### src/rtl/uart_tx_mmio.sv
// Memory-mapped 8N1 UART transmitter: CPU stores to TXDATA feed a small FIFO that
// a four-state shifter drains onto the tx pin, with a STATUS register for polling.
module uart_tx_mmio #(
   parameter logic [31:0] BASE_ADDR  = 32'h1000_0000,
   parameter int          CLK_DIV    = 16,
   parameter int          FIFO_DEPTH = 8
) (
   input  logic        clk,
   input  logic        rst_n,
   input  logic [31:0] mem_addr,
   input  logic [31:0] mem_wdata,
   input  logic        mem_we,
   input  logic        mem_re,
   output logic [31:0] mem_rdata,
   output logic        tx,
   output logic        tx_busy
);

   localparam int PW = $clog2(FIFO_DEPTH);
   localparam int CW = PW + 1;
   localparam int BW = (CLK_DIV > 1) ? $clog2(CLK_DIV) : 1;
   localparam logic [BW-1:0] BCNT_MAX = BW'(CLK_DIV - 1);
   localparam logic [CW-1:0] DEPTH_C  = CW'(FIFO_DEPTH);

   typedef enum logic [1:0] {
      S_IDLE  = 2'd0,
      S_START = 2'd1,
      S_DATA  = 2'd2,
      S_STOP  = 2'd3
   } state_t;

   state_t          state_q, state_d;
   logic [BW-1:0]   bcnt_q, bcnt_d;
   logic [2:0]      idx_q, idx_d;
   logic [7:0]      shreg_q, shreg_d;
   logic            tx_q, tx_d;
   logic [7:0]      fifo_q [FIFO_DEPTH];
   logic [PW-1:0]   wr_ptr_q, wr_ptr_d;
   logic [PW-1:0]   rd_ptr_q, rd_ptr_d;
   logic [CW-1:0]   count_q, count_d;
   logic            ovf_q, ovf_d;
   logic [31:0]     rdata_q, rdata_d;
   logic            busy_q, busy_d;

   logic sel_data_s, sel_stat_s;
   logic fifo_empty_s, fifo_full_s;
   logic pop_s, push_req_s, push_ok_s, ovf_evt_s, stat_rd_s;
   logic wdata_unused;

   assign wdata_unused = ^mem_wdata[31:8];

   // Address decode and FIFO flags
   always_comb begin
      sel_data_s   = (mem_addr == BASE_ADDR);
      sel_stat_s   = (mem_addr == (BASE_ADDR + 32'd4));
      fifo_empty_s = (count_q == '0);
      fifo_full_s  = (count_q == DEPTH_C);
   end

   // Shifter FSM: next state, bit timing and registered tx value
   always_comb begin
      state_d = state_q;
      bcnt_d  = bcnt_q;
      idx_d   = idx_q;
      shreg_d = shreg_q;
      tx_d    = tx_q;
      pop_s   = 1'b0;
      case (state_q)
         S_IDLE: begin
            if (!fifo_empty_s) begin
               pop_s   = 1'b1;
               shreg_d = fifo_q[rd_ptr_q];
               state_d = S_START;
               bcnt_d  = BCNT_MAX;
               tx_d    = 1'b0;
            end else begin
               tx_d    = 1'b1;
            end
         end
         S_START: begin
            if (bcnt_q == '0) begin
               state_d = S_DATA;
               idx_d   = 3'd0;
               bcnt_d  = BCNT_MAX;
               tx_d    = shreg_q[0];
            end else begin
               bcnt_d  = bcnt_q - BW'(1);
            end
         end
         S_DATA: begin
            if (bcnt_q == '0) begin
               bcnt_d = BCNT_MAX;
               if (idx_q == 3'd7) begin
                  state_d = S_STOP;
                  tx_d    = 1'b1;
               end else begin
                  idx_d   = idx_q + 3'd1;
                  tx_d    = shreg_q[idx_q + 3'd1];
               end
            end else begin
               bcnt_d = bcnt_q - BW'(1);
            end
         end
         S_STOP: begin
            // Chaining straight into START keeps back-to-back frames gap-free
            if (bcnt_q == '0) begin
               if (!fifo_empty_s) begin
                  pop_s   = 1'b1;
                  shreg_d = fifo_q[rd_ptr_q];
                  state_d = S_START;
                  bcnt_d  = BCNT_MAX;
                  tx_d    = 1'b0;
               end else begin
                  state_d = S_IDLE;
                  tx_d    = 1'b1;
               end
            end else begin
               bcnt_d = bcnt_q - BW'(1);
            end
         end
         default: begin
            state_d = S_IDLE;
            tx_d    = 1'b1;
         end
      endcase
   end

   // FIFO push/pop bookkeeping, overflow flag and bus read data
   always_comb begin
      push_req_s = mem_we & sel_data_s;
      push_ok_s  = push_req_s & (~fifo_full_s | pop_s);
      ovf_evt_s  = push_req_s & ~push_ok_s;
      stat_rd_s  = mem_re & sel_stat_s;

      if (push_ok_s) begin
         wr_ptr_d = wr_ptr_q + PW'(1);
      end else begin
         wr_ptr_d = wr_ptr_q;
      end
      if (pop_s) begin
         rd_ptr_d = rd_ptr_q + PW'(1);
      end else begin
         rd_ptr_d = rd_ptr_q;
      end
      case ({push_ok_s, pop_s})
         2'b10:   count_d = count_q + CW'(1);
         2'b01:   count_d = count_q - CW'(1);
         default: count_d = count_q;
      endcase

      // A drop on the same edge as a STATUS read keeps the flag set
      if (ovf_evt_s) begin
         ovf_d = 1'b1;
      end else if (stat_rd_s) begin
         ovf_d = 1'b0;
      end else begin
         ovf_d = ovf_q;
      end

      if (stat_rd_s) begin
         rdata_d = {28'd0, ovf_q, (state_q != S_IDLE), fifo_empty_s, fifo_full_s};
      end else begin
         rdata_d = 32'd0;
      end

      busy_d = (state_q != S_IDLE) | ~fifo_empty_s;
   end

   // Control and output registers with synchronous active-low reset
   always_ff @(posedge clk) begin
      if (!rst_n) begin
         state_q  <= S_IDLE;
         bcnt_q   <= '0;
         idx_q    <= 3'd0;
         shreg_q  <= 8'd0;
         tx_q     <= 1'b1;
         wr_ptr_q <= '0;
         rd_ptr_q <= '0;
         count_q  <= '0;
         ovf_q    <= 1'b0;
         rdata_q  <= 32'd0;
         busy_q   <= 1'b0;
      end else begin
         state_q  <= state_d;
         bcnt_q   <= bcnt_d;
         idx_q    <= idx_d;
         shreg_q  <= shreg_d;
         tx_q     <= tx_d;
         wr_ptr_q <= wr_ptr_d;
         rd_ptr_q <= rd_ptr_d;
         count_q  <= count_d;
         ovf_q    <= ovf_d;
         rdata_q  <= rdata_d;
         busy_q   <= busy_d;
      end
   end

   // FIFO storage; contents are only meaningful under the pointers
   always_ff @(posedge clk) begin
      if (push_ok_s) begin
         fifo_q[wr_ptr_q] <= mem_wdata[7:0];
      end else begin
         fifo_q[wr_ptr_q] <= fifo_q[wr_ptr_q];
      end
   end

   assign tx        = tx_q;
   assign tx_busy   = busy_q;
   assign mem_rdata = rdata_q;

endmodule

### config.mk
export PLATFORM = sky130hd
export DESIGN_NAME = uart_tx_mmio
export DESIGN_NICKNAME = d
export VERILOG_FILES = /design/src/rtl/uart_tx_mmio.sv
export SDC_FILE = /design/constraint.sdc
export NUM_CORES = 1
export LEC_CHECK = 0
export ABC_CLOCK_PERIOD_IN_PS = 3200
export BUFFER_PORTS_ARGS = -buffer_cell sky130_fd_sc_hd__buf_2
export CAP_MARGIN = 20
export CELL_PAD_IN_SITES_DETAIL_PLACEMENT = 0
export CELL_PAD_IN_SITES_GLOBAL_PLACEMENT = 1
export CORE_ASPECT_RATIO = 0.5
export CORE_MARGIN = 8
export CORE_UTILIZATION = 43
export DETAILED_ROUTE_END_ITERATION = 7
export PLACE_DENSITY_LB_ADDON = 0.08
export SLEW_MARGIN = 20
export SYNTH_ARGS = -nofsm -noshare
export SYNTH_HDL_FRONTEND = slang
export SYNTH_SLANG_ARGS = --single-unit
### constraint.sdc
create_clock -name clk -period 3.2 [get_ports clk]
set_input_delay 0.32 -clock clk [delete_from_list [all_inputs] [get_ports clk]]
set_output_delay 0.32 -clock clk [all_outputs]
set_load 0.03 [all_outputs]
-- Word-level counts from Yosys, hierarchy flattened
Memory sizes are Yosys's and may differ from the RTL's. A register that Yosys moved wholly into a read port is not among the register bits.
Cells that the tools add are included.
- bits in registers: 62
- memory bits (writable): 64
- input bits: 68
- output and inout port bits: 34
- memories: 1
- add/subtract/negate cells: 6
- $lt $le $gt $ge: 1
- eq/ne operators: 16
- mux-type cells: 38
- bitwise operators: 10
- reductions and logical operators: 15
- memories (memory ; depth ; bits a word ; read ports ; clocked after memory_dff ; write ports ; line ; source):
    fifo_q ; 8 ; 8 ; 1 ; 1 ; 1 ; 37 ; logic [7:0] fifo_q [FIFO_DEPTH];
- operators with widths (cell ; count):
    $eq A32 B29 Y1 const B ; 2
    $mux W8 ; 3
    $pmux W8 S2 ; 1
    $mux W3 ; 5
    $mux W1 ; 14
    $mux W4 ; 3
    $ne A2 B2 Y1 const B ; 6
    $pmux W4 S3 ; 1
    $mux W2 ; 5
    $reduce_bool A2 Y1 ; 5
    $add A3 B1 Y3 const B ; 3
    $logic_not A4 Y1 ; 2
    $pmux W2 S4 ; 1
    $pmux W4 S2 ; 1
    $sub A4 B1 Y4 const B ; 2
    $eq A2 B2 Y1 const B ; 3
    $pmux W3 S2 ; 1
    $reduce_and A2 Y1 ; 3
    $reduce_and A5 Y1 ; 1
    $add A4 B1 Y4 const B ; 1
    $and A1 B1 Y1 ; 4
    $eq A2 B1 Y1 const B ; 2
    $eq A4 B4 Y1 const B ; 1
    $lt A3 B4 Y1 const B ; 1
    11 further kinds ; 15

-- Logic depth before layout (Yosys ltp)
Gate-level depths: netlist of run 1.
- depth in word-level cells: 9
- mapped depth: 12
- gate-level depth less buffers: 11

-- Least setup slack after synthesis of run 1
No wires, ideal clock.
- path type: flip-flop to flip-flop
- start point: register state_q[0]
- end point: memory fifo_q[0][0] (enable)
- arrival time: 2315 ps
- required time: 2817 ps
- setup slack: 502 ps
- stages on the path, launching flop included: 9
- path buffers: 1
- period minus slack after synthesis: 2698 ps
- cells stage by stage: dfxtp_1 -> inv_1 -> ha_1 -> clkbuf_1 -> inv_1 -> o211ai_4 -> a2111oi_4 -> nand2b_1 -> nor3_1
- longest elaborated chain between the ends: 7
- elaborated cells between the ends (all ways): 10
- classes of those cells: eq/ne: 1; mux: 4; bitwise: 3; reduce/logical: 2
- ends and longest elaborated chain (element ; line ; source):
    start, declared ; 32 ; state_t state_q, state_d;
    start signal, assigned ; 184 ; state_q <= state_d;
    $eq A2 B2 Y1 or $logic_not A2 Y1 (tied branches) ; 68 ; case (state_q)
    $pmux W1 S2 (*) ; 68 ;
    $or A1 B1 Y1 (*) ; 131 ; push_ok_s = push_req_s & (~fifo_full_s | pop_s);
    $and A1 B1 Y1 (*) ; 131 ;
    $mux W1, on equally long branches ; 200, 203 ;
    $mux W1 (implied by the code) or $reduce_and A2 Y1 (tied branches) ; - ;
    $or A1 B1 Y1 (no source line) (*) ; - ;
    end, declared ; 37 ;
Mark *: on every way between the ends. The rest lies on a longest branch, timed or not.

-- Final worst setup path of run 1
- start point: register bcnt_q[0]
- end point: register count_q[3]
- longest elaborated chain between the ends: 7
- elaborated cells between the ends (all ways): 9
- classes of those cells: eq/ne: 2; mux: 3; bitwise: 2; reduce/logical: 2
- ends and longest elaborated chain (element ; line ; source):
    start, declared ; 33 ; logic [BW-1:0] bcnt_q, bcnt_d;
    start signal, assigned ; 185 ; bcnt_q <= bcnt_d;
    $logic_not A4 Y1 (*) ; 106 ; if (bcnt_q == '0) begin
    $mux W1 (*) ; 106 ;
    $pmux W1 S2 (*) ; 68 ;
    $or A1 B1 Y1 ; 131 ;
    $and A1 B1 Y1 ; 131 ;
    $eq A2 B1 Y1 or $eq A2 B2 Y1 (tied branches) ; 145 ; case ({push_ok_s, pop_s})
    $pmux W4 S2 or $reduce_bool A2 Y1 (tied branches) ; - ;
    end signal, assigned ; 191 ; count_q <= count_d;
    end, declared ; 40 ; logic [CW-1:0] count_q, count_d;
Marks and branches as above.
A chain may end at the register's enable or synchronous reset.

==> impl_results.md, run 1 <==
* Crit path DAT at 2.97 ns
* Gpl congestion at 0.8041
* Met2 WL post-DR at 4310 um
* Async set or reset register ratio after synthesis at 0%
* Final Hold Viols at 0
* Pre-CTS setup slack at between 0.5 and 0.6 ns
* Die span in y at 88.77 um
* Top cell type by total area after synthesis: edfxtp_1
* Io pins at 102
* Port Buf Inserts at a little under 50
* Fillers at 891
* Layout cells sized above 1 at 26.05%
* Critical Path Start: bcnt_q[0]
* Synth cell types at 52
* Leak at 1.889 nW
* Die X-Extent at around 160 um
* TritonRoute pass-1 iters at 4
* Crit Reg-Reg Startpoint: bcnt_q[0]
* CP Capture Type: flop
* CP endpoint: count_q[3]
* Setup tns final at 0 ns
* Vias per cell at roughly 5
* Mapped cell area at 4554 um^2
* Clock Pin Slew Worst Setup and Hold Paths at 0.07 ns
* CTS tree: built
* GRT Util Overall at a little over an eighth
* Setup Crit Path Kind: reg -> reg
* Total number of vias at about 2800
* Slew margin rel. at approximately 44%
* FF+latch area at 2663 um^2
* Clk root buf: clkbuf_16
* M1 WL at between 3000 and 4000 um
* Final setup fails at 0
* Yosys reg bits at 101
* DRC violations left at 0
* Post-CTS setup buffer count at 0
* Rows at 26
* Post-DP Area at a little under 5000 um^2
* Aggregate global routing overflow at 0
* Initial Util at 44.44%
* Total CTS buffers at 9
* FMAX at 370.7 MHz
* Antenna Cells at 0
* RSZ-0062 raised after global routing: false
* Clk buf depth at 2
* Cells after Synth at 339
* Largest net degree at the start of global routing at 25
* Sequential cell area fraction in the yosys report at 58.46%
* Slew Limit Fails at 0
* Hold-fix buffers, CTS at 0
* HPWL Detailed at 6452 um
* Multi-input gate area at 1685 um^2
* Hold Crit Class: in -> reg
* Worst R2R Setup Slack at 0.50 ns
* DRT iter0 DRCs at approximately 120
* Status: finished, final reports clean
* Number of synthesized flops with an enable pin at 64
* Htree depth at 3
* Syn Area/Cell at 13.43 um^2
* Yosys top cell area share at 42.20%
* Top cells by area, synth: edfxtp_1 (42%), dfxtp_1 (16%), mux4_2 (8.9%), buf_4 (4.8%), ha_1 (3.3%)
* Ys flop type: edfxtp_1
* Met3 wire len at roughly 520 um
* Worst EP required at 3.47 ns
* Peak VDD IR at approximately 0.30 mV
* Post-DR wirelength/cell at 16.56 um
* Worst Skew at 0.009223 ns
* Finished Core Util at approximately 51%
* Clock Sinks at 101
* Final period utilization at 84.30%
* Fin crit period at 2.698 ns
* First-pass GRT wire length at roughly 15000 um
* Die area at around 14000 um^2
* Worst R2R End: count_q[3]
* DRT Wirelength at ~9000 um
* Max-cap violations at 0
* R2R depth at 12
* Initial antenna violation count at 0
* Vias in the first global route at 2830
* Post-cts repair resize count at 0
* Power per Cell Area at 792.8 nW/um^2
* Crit path max fanout at 7
* Startpoint Class: flop
* Top Metal Used: met4
* Post-route design area at 5195 um^2
* Clock latency on the worst-skew pair at 0.34 ns
* Area grow syn2layout at 14.07%
* CORE AREA at ~10000 um^2
* Nets at 479
* Final ANT Viol Nets at 0
* Slew @ Worst Pin at 0.8363 ns
* Yosys Warn Count at 0
* Setup ws final at 0.5024 ns
==> state kept, by name, indices dropped and copies added (netlist names), named ones only <==
| signal | count |
|---|---|
| bcnt_q | 4 |
| count_q | 4 |
| fifo_q | 64 |
| idx_q | 3 |
| mem_rdata | 4 |
| ovf_q | 1 |
| rd_ptr_q | 3 |
| shreg_q | 8 |
| state_q | 2 |
| tx | 1 |
| tx_busy | 1 |
| wr_ptr_q | 3 |
==> per-layer routing <==
layer  global-route usage (%)  vias up
met5                        0        -
met4                    4.587        0
met3                    4.410       15
met2                    22.50       71
met1                    15.36     1351
li1                         -     1350
==> through the flow <==
stage / hold WS (ns) / std cells / power (W)
detailed placement: 0.4534 / 527 / 0.003092
CTS: 0.2346 / 543 / 0.004156
global route: 0.2415 / 543 / 0.004402
global placement: 0.4462 / 527 / 0.003046
finish: 0.2428 / 543 / 0.004118
floorplan: 0.4167 / 366 / 0.002788
==> layout by cell type (no fill, tap or decap), types with 8 or more instances in the layout <==
cell / n
a211oi_1: 10
nor4_1: 8
inv_1: 12
a21oi_1: 13
mux2i_1: 13
buf_2: 49
ha_1: 12
nand2_1: 16
mux4_2: 18
buf_4: 12
nor2_1: 33
conb_1: 28
clkbuf_16: 9
dfxtp_1: 37
edfxtp_1: 64
==> worst min-delay path by stage <==
stage / from / endpoint / slack, ns / depth (start not counted)
after floorplan: ovf_q / mem_rdata[3] / 0.42 / 2
after global placement: idx_q[1] / idx_q[1] / 0.45 / 2
after detailed placement: ovf_q / mem_rdata[3] / 0.45 / 2
after CTS: mem_wdata[0] / fifo_q[1][0] / 0.23 / 1
after global routing: mem_wdata[7] / fifo_q[2][7] / 0.24 / 1
final: mem_wdata[4] / fifo_q[3][4] / 0.24 / 1
==> worst max-delay path: stages, from the launching register on <==
cell      delay [ns]
dfxtp_1         0.38
inv_1           0.08
ha_1            0.26
and4bb_2        0.27
o211ai_4        0.28
a31oi_1         0.07
buf_4           0.18
ha_1            0.27
a21o_1          0.18
a21oi_1         0.20
nor2_1          0.06
a22oi_1         0.19
mux2i_1         0.20
==> power breakdown <==
part           total, W  internal [W]  switching, W
Combinational   0.00144      0.000618      0.000819
Sequential      0.00163       0.00151      0.000112
Clock           0.00106      0.000552      0.000504
Total           0.00412       0.00268       0.00143
==> logic make-up (layout without fill, tap and decap cells) <==
group                      after synthesis  count (layout)  share of synthesized area (%)
buffers and inverters                   52              89                          6.758
DFF                                    101             101                          58.46
other                                    1              28                        0.08234
muxes                                   31              31                          11.76
and+or+nand+nor                         88              88                          9.973
AOI/OAI and AO/OA                       50              50                          8.654
adders and majority gates               13              13                          3.736
xor gates and xnor gates                 3               3                         0.5770
==> final cells by class <==
cell class / count / area share [%]
clock buffers: 10 / 4.408
clock inverters: 6 / 1.204
inverters: 12 / 0.8671
multi-input cells: 213 / 32.44
flip-flops and latches: 101 / 51.25
well taps: 140 / 3.372
repair buffers: 61 / 6.455
==> cells in the mapped netlist (5+ instances only) <==
cell	number
nand2_1	16
dfxtp_1	37
ha_1	12
inv_1	12
o21ai_0	5
mux4_2	18
clkbuf_1	6
nand4_1	5
buf_4	29
nor4_1	8
a21oi_1	13
nor2_1	33
nand2b_1	5
edfxtp_1	64
mux2i_1	13
a211oi_1	10
Note: power is estimated with default switching activity, not from simulation.
==> run 2: changes to the inputs <==
Settings changed: ABC_AREA set to 1, ABC_CLOCK_PERIOD_IN_PS 3200 to 2600, CORE_UTILIZATION 43 to 41.
Clock period 3.2 ns to 2.6 ns, I/O delays scaled along.
==> run 2 against run 1 <==
  * Wire length up 10%
  * Critical path type unchanged
  * Largest cell class unchanged
  * First-iteration DRC count up 16%
  * Register-to-register slack worse by 0.20 ns
  * Design area up 4.1%
  * Power down 9.7%
  * Combinational power down 49%
  * Sequential power up 9.8%
==> impl_results.md, run 2 <==
* Status: finished, final reports clean
* Die span in y at 92.25 um (+3.9%)
* Post-DR wirelength/cell at 14.19 um (-14%)
* Clk root buf: clkbuf_16
* Syn Area/Cell at 9.729 um^2 (-28%)
* Area grow syn2layout at 13.41%
* TritonRoute pass-1 iters at 4 (unchanged)
* Clk pwr share at 32.2% (+6.6 points)
* Clock Pin Slew Worst Setup and Hold Paths at 0.07 ns (about the same)
* Largest net degree at the start of global routing at 33 (+32%)
* Count leader, synth: nor2_1
* DRT iter0 DRCs at 136 (+16%)
* Yosys reg bits at 101 (unchanged)
* Vias per cell at 4.662 (-9.2%)
* Leak at 2.146 nW (+14%)
* Total number of vias at 3259 (+17%)
* Hold Crit Class: in -> reg
* Slew @ Worst Pin at 0.7130 ns (-0.1233 ns)
* Worst Skew at 0.003865 ns (-0.005359 ns)
* Layout cells sized above 1 at 19.13% (-6.9 points)
* Synth top cells by count: nor2_1 (88), edfxtp_1 (64), o21ai_0 (50)
* Switching share of power at 28.92% (-5.9 points)
* Slew margin rel. at 52.41% (+8.2 points)
* DRT Wirelength at 9916 um (+10%)
* Die area at 15540 um^2 (+8.4%)
* Synth cell types at 40 (-23%)
* Vias in the first global route at 3239 (+14%)
* Top cells by area, synth: edfxtp_1 (40%), dfxtp_1 (16%), nor2_1 (6.9%), o21ai_0 (5.2%), buf_4 (4.4%)
* Ys flop type: edfxtp_1
* First-pass GRT wire length at 15920 um (+9.7%)
* Startpoint Class: flop
* FMAX at 435.3 MHz (+17%)
* Peak VDD IR at 0.3476 mV (+14%)
* Max-cap violations at 0 (unchanged)
* GRT Util Overall at 13.04% (-0.067 points)
* Htree depth at 3 (unchanged)
* Port Buf Inserts at 49 (unchanged)
* Critical Path Start: bcnt_q[0]
* Final std cells w/o fill at 699 (+29%)
* Final setup fails at 0 (unchanged)
* Commonest non-fill, non-tap cells in the layout: nor2_1 (88), edfxtp_1 (64), o21ai_0 (50)
* Finished Core Util at 48.50% (-2.2 points)
* CTS tree: built
* Initial Util at 42.76% (-1.7 points)
* CP Capture Type: flop
* Final ANT Viol Nets at 0 (unchanged)
* Inst Count DP at 684 (+30%)
* Logic pwr share at 19.8% (-15 points)
* Largest regs: fifo_q (64), shreg_q (8)
* Fin crit period at 2.298 ns (-0.4001 ns)
* Worst min-delay path startpoint: mem_wdata[2]
* Clock latency on the worst-skew pair at 0.33 ns (about the same)
* Overall power at 0.003721 W (-9.7%)
* Number of synthesized flops with an enable pin at 64 (unchanged)
* Yosys Warn Count at 0 (unchanged)
* RSZ-0062 raised after global routing: false
* Setup tns final at 0 ns (unchanged)
* Antenna Cells at 0 (unchanged)
* Power per Cell Area at 688.2 nW/um^2 (-13%)
* Clk buf depth at 2 (unchanged)
* Yosys top cell area share at 40.31% (-1.9 points)
* Sequential cell area fraction in the yosys report at 55.85% (-2.6 points)
* Hold-fix buffers, CTS at 0 (unchanged)
* Initial antenna violation count at 0 (unchanged)
* Nets at 631 (+32%)
* CORE AREA at 11150 um^2 (+8.8%)
* Final Hold Viols at 0 (unchanged)
* Crit path max fanout at 8 (+1)
* Top cell type by total area after synthesis: edfxtp_1
* Aggregate global routing overflow at 0 (unchanged)
* Final period utilization at 88.37% (+4.1 points)
* Gpl congestion at 0.7222 (-10%)
* Power Internal at 0.002645 W (-1.4%)
* Biggest register: fifo_q
* Io pins at 102 (unchanged)
* Rows at 27 (+3.8%)
* Setup Crit Path Kind: reg -> reg
* Net switching power at 0.001076 W (-25%)
* Post-cts repair resize count at 0 (unchanged)
* Total CTS buffers at 9 (unchanged)
* HPWL Detailed at 6893 um (+6.8%)
* Async set or reset register ratio after synthesis at 0% (unchanged)
* Pre-CTS setup slack at 0.1837 ns (-0.3721 ns)
* Number of flip-flops in the largest register at 64 (unchanged)
* Part of the power in registers at 48.1% (+8.6 points)
* DRC violations left at 0 (unchanged)
* Cells after Synth at 490 (+45%)
* Die X-Extent at 168.5 um (+4.3%)
* Slew Limit Fails at 0 (unchanged)
* Crit path DAT at 2.53 ns (-0.44 ns)
* Setup ws final at 0.3025 ns (-0.1999 ns)
* Worst EP required at 2.83 ns (-0.64 ns)
* Most common cell after layout, fill and taps aside: nor2_1
* Mapped cell area at 4767 um^2 (+4.7%)
* Post-CTS setup buffer count at 0 (unchanged)
* Clock Sinks at 101 (unchanged)
* Crit Reg-Reg Startpoint: bcnt_q[0]
[run 2: cell type report]
cell class,count,area [um^2]
clock buffer,9,225.2
sequential,101,2663
multi-input combinational,332,1782
inverter,44,172.7
timing repair buffer,62,342.8
tap,145,181.4
fill,1055,5742
clock inverter,6,40.04
[run 2: routing by layer]
metal	part of all wire, %	up-vias	global-route usage [%]
met3	6.8	6	4.746
met2	44	88	20.93
met1	49	1443	16.46
met5	0	-	0
li1	-	1722	-
met4	0.71	0	3.395
[run 2: metrics by stage]
step	hold slack [ns]	cell area, um^2
final	0.1880	5406
after global routing	0.1817	5406
after CTS	0.1810	5394
after detailed placement	0.4206	5129
after global placement	0.4285	5129
after floorplan	0.3589	4868
[run 2: power groups by stage]
stage | Clock [W] | Sequential [W] | Combinational (W)
after floorplan | 0 | 0.00184 | 0.000550
after global placement | 0 | 0.00182 | 0.000709
after detailed placement | 0 | 0.00182 | 0.000704
after CTS | 0.00123 | 0.00179 | 0.000706
after global routing | 0.00129 | 0.00180 | 0.000832
final | 0.00120 | 0.00179 | 0.000735
[run 2: path summary, 6_finish.rpt]
check / end / slack [ns] / cells after the start
worst max register to register: count_q[3] / 0.30 / 17
worst min register to register: mem_rdata[3] / 0.44 / 2
worst max-delay path: count_q[3] / 0.30 / 17
worst min-delay path: fifo_q[1][2] / 0.19 / 1
[run 2: kinds of logic after synthesis]
logic type / after synthesis / share of synthesized area [%]
adders and majority gates: 13 / 3.569
AOI/OAI and AO/OA: 105 / 12.78
buffers and inverters: 84 / 9.160
xor gates and xnor gates: 1 / 0.1838
DFF: 101 / 55.85
other: 1 / 0.07866
and+or+nand+nor: 185 / 18.37
[run 2: critical path, cell delays in order, from the launching register on]
cell and delay [ns]:
dfxtp_1 0.30, inv_1 0.11, ha_1 0.19, inv_1 0.07, nor2_4 0.12, nand3_1 0.13, nand2_2 0.10, nand2_4 0.08
inv_4 0.11, nand2_4 0.07, inv_1 0.08, ha_1 0.26, a21oi_1 0.15, nand2_1 0.08, nand3_1 0.08, nand2_1 0.07
a21oi_1 0.13, nor2_1 0.06
==> run 3: changes to the inputs <==
Settings changed: ABC_CLOCK_PERIOD_IN_PS 2600 to 2300.
Clock period 2.6 ns to 2.3 ns, I/O delays scaled along.
==> run 3 against run 2 <==
  * Cell count rose by 0.86%
  * Core utilization rose by 0.46 points
  * Sequential power rose by 13%
  * Design area rose by 0.95%
  * Sequential share of layout area fell by 0.44 points
  * Fmax rose by 11%
  * First-iteration DRC count rose by 11%
  * Register-to-register slack got worse by 0.08 ns
  * Hold slack got worse by 0.028 ns
  * Largest cell class unchanged
  * Largest power group unchanged
  * Highest routed layer unchanged
==> impl_results.md, run 3 (same netlist as run 2, synthesis figures left out) <==
* Inst Count DP at 690 (+0.88%)
* Vias per cell at 4.718 (+1.2%)
* Number of flip-flops in the largest register at 64 (unchanged)
* Biggest register: fifo_q
* DRT iter0 DRCs at 151 (+11%)
* Fin crit period at 2.078 ns (-0.2199 ns)
* RSZ-0062 raised after global routing: false
* Critical path, cell by cell: inv_1 > ha_1 > inv_2 > nand2_4 > inv_2 > nand2_4 > inv_4 > nand2_4 > inv_2 > ha_4 > a21oi_1 > nand2_1 > nand3_1 > nand2_1 > a21oi_1 > nor2_1
* Clock latency on the worst-skew pair at 0.34 ns (about the same)
* Layout cells sized above 1 at 21.07% (+1.9 points)
* Post-CTS setup buffer count at 0 (unchanged)
* Worst EP required at 2.54 ns (-0.29 ns)
* Die X-Extent at 168.5 um (unchanged)
* Pre-CTS setup slack at 0.07769 ns (-0.1060 ns)
* Clk buf depth at 2 (unchanged)
* Fillers at 1060 (+0.47%)
* Final std cells w/o fill at 705 (+0.86%)
* Finished Core Util at 48.96% (+0.46 points)
* Nets at 637 (+0.95%)
* Maximum single-stage delay on the critical path at 0.35 ns (+0.05 ns)
* Overall power at 0.004262 W (+15%)
* Largest regs: fifo_q (64), shreg_q (8)
* Vias in the first global route at 3358 (+3.7%)
* Status: finished, final reports clean
* Max-cap violations at 0 (unchanged)
* Final setup fails at 0 (unchanged)
* HPWL Detailed at 7069 um (+2.6%)
* Slew margin rel. at 54.26% (+1.8 points)
* Antenna Cells at 0 (unchanged)
* Startpoint Class: flop
* Post-DR wirelength/cell at 14.36 um (+1.2%)
* Setup ws final at 0.2224 ns (-0.08006 ns)
* Clk root buf: clkbuf_16
* Slew @ Worst Pin at 0.6853 ns (-0.02768 ns)
* Io pins at 102 (unchanged)
* Final Hold Viols at 0 (unchanged)
* Clock Pin Slew Worst Setup and Hold Paths at 0.07 ns (about the same)
* TritonRoute pass-1 iters at 4 (unchanged)
* Hold Crit Class: in -> reg
* Area grow syn2layout at 14.49%
* Total CTS buffers at 9 (unchanged)
* Gpl congestion at 0.7402 (+2.5%)
* CORE AREA at 11150 um^2 (unchanged)
* DRT Wirelength at 10120 um (+2.1%)
* Total number of vias at 3326 (+2.1%)
* Final ANT Viol Nets at 0 (unchanged)
* Largest net degree at the start of global routing at 33 (unchanged)
* Worst Skew at 0.006280 ns (+0.002415 ns)
* Leak at 2.173 nW (+1.3%)
* Final period utilization at 90.33% (+2.0 points)
* Hold-fix buffers, CTS at 0 (unchanged)
* Initial Util at 42.76% (unchanged)
* First-pass GRT wire length at 16350 um (+2.7%)
* Aggregate global routing overflow at 0 (unchanged)
* GRT Util Overall at 13.45% (+0.41 points)
* Rows at 27 (unchanged)
* CP Capture Type: flop
* Initial antenna violation count at 0 (unchanged)
* Setup Crit Path Kind: reg -> reg
* Crit path DAT at 2.31 ns (-0.22 ns)
* Peak VDD IR at 0.4348 mV (+25%)
* FMAX at 481.3 MHz (+11%)
* Post-cts repair resize count at 0 (unchanged)
* Crit path max-delay family: adder cells
* Htree depth at 3 (unchanged)
* CP bufs+invs at 5 (+1)
* Die span in y at 92.25 um (unchanged)
* Port Buf Inserts at 49 (unchanged)
* Commonest non-fill, non-tap cells in the layout: nor2_1 (88), edfxtp_1 (64), o21ai_0 (50)
* Clock Sinks at 101 (unchanged)
* Power per Cell Area at 780.8 nW/um^2 (+13%)
* Crit-path slowest cell: dfxtp_2
* Die area at 15540 um^2 (unchanged)
* Most common cell after layout, fill and taps aside: nor2_1
* CTS tree: built
* Slew Limit Fails at 0 (unchanged)
* DRC violations left at 0 (unchanged)
* Crit path max fanout at 5 (-3)
## run 3: cell count changes in the layout (fill, tap and decap cells not counted), sizes merged
| cell | change |
|---|---|
| clkbuf | +1 |
| buf | +6 |
| clkinv | -1 |
## run 3: final cells by class
cell class	count	area [um^2]	share of cell area, %
Sequential cell	101	2664	48.81
Multi-Input combinational cell	332	1787	32.74
Timing Repair Buffer	68	387.9	7.107
Clock buffer	10	229.0	4.195
Tap cell	145	181.4	3.324
Inverter	44	172.7	3.164
Clock inverter	5	36.28	0.6648
## run 3: final timing paths
| path | startpoint | cells past startpoint | endpoint | slack, ns |
|---|---|---|---|---|
| worst max-delay path | state_q[1] | 16 | count_q[3] | 0.22 |
| worst min register to register | ovf_q | 2 | mem_rdata[3] | 0.44 |
| worst min-delay path | mem_wdata[2] | 1 | fifo_q[1][2] | 0.16 |
| worst max register to register | state_q[1] | 16 | count_q[3] | 0.22 |
## run 3: report_power, final
part | internal (W) | switching [W]
clock | 0.000731 | 0.000638
sequential | 0.00198 | 0.0000415
combinational | 0.000316 | 0.000554
total | 0.00303 | 0.00123
## run 3: worst reg2reg max path, stage by stage, from the launching register on
cell	delay (ns)
dfxtp_2	0.35
inv_1	0.08
ha_1	0.30
inv_2	0.09
nand2_4	0.05
inv_2	0.06
nand2_4	0.08
inv_4	0.07
nand2_4	0.07
inv_2	0.08
ha_4	0.20
a21oi_1	0.13
nand2_1	0.08
nand3_1	0.08
nand2_1	0.06
a21oi_1	0.12
nor2_1	0.06
## run 3: metrics by stage
stage                     hold slack [ns]  cell area, um^2  TNS, ns
after floorplan                    0.3289             4868   -5.083
after global placement             0.4314             5174        0
after detailed placement           0.4285             5174        0
after CTS                          0.1486             5439        0
after global routing               0.1481             5458        0
final                              0.1605             5458        0
## run 3: per-layer routing
metal | vias to the layer above | routed length (um) | global-route usage (%)
met5 | - | 0 | 0
met4 | 0 | 122 | 4.207
met3 | 11 | 676 | 4.489
met2 | 94 | 4307 | 21.64
met1 | 1481 | 5014 | 16.95
li1 | 1740 | - | -
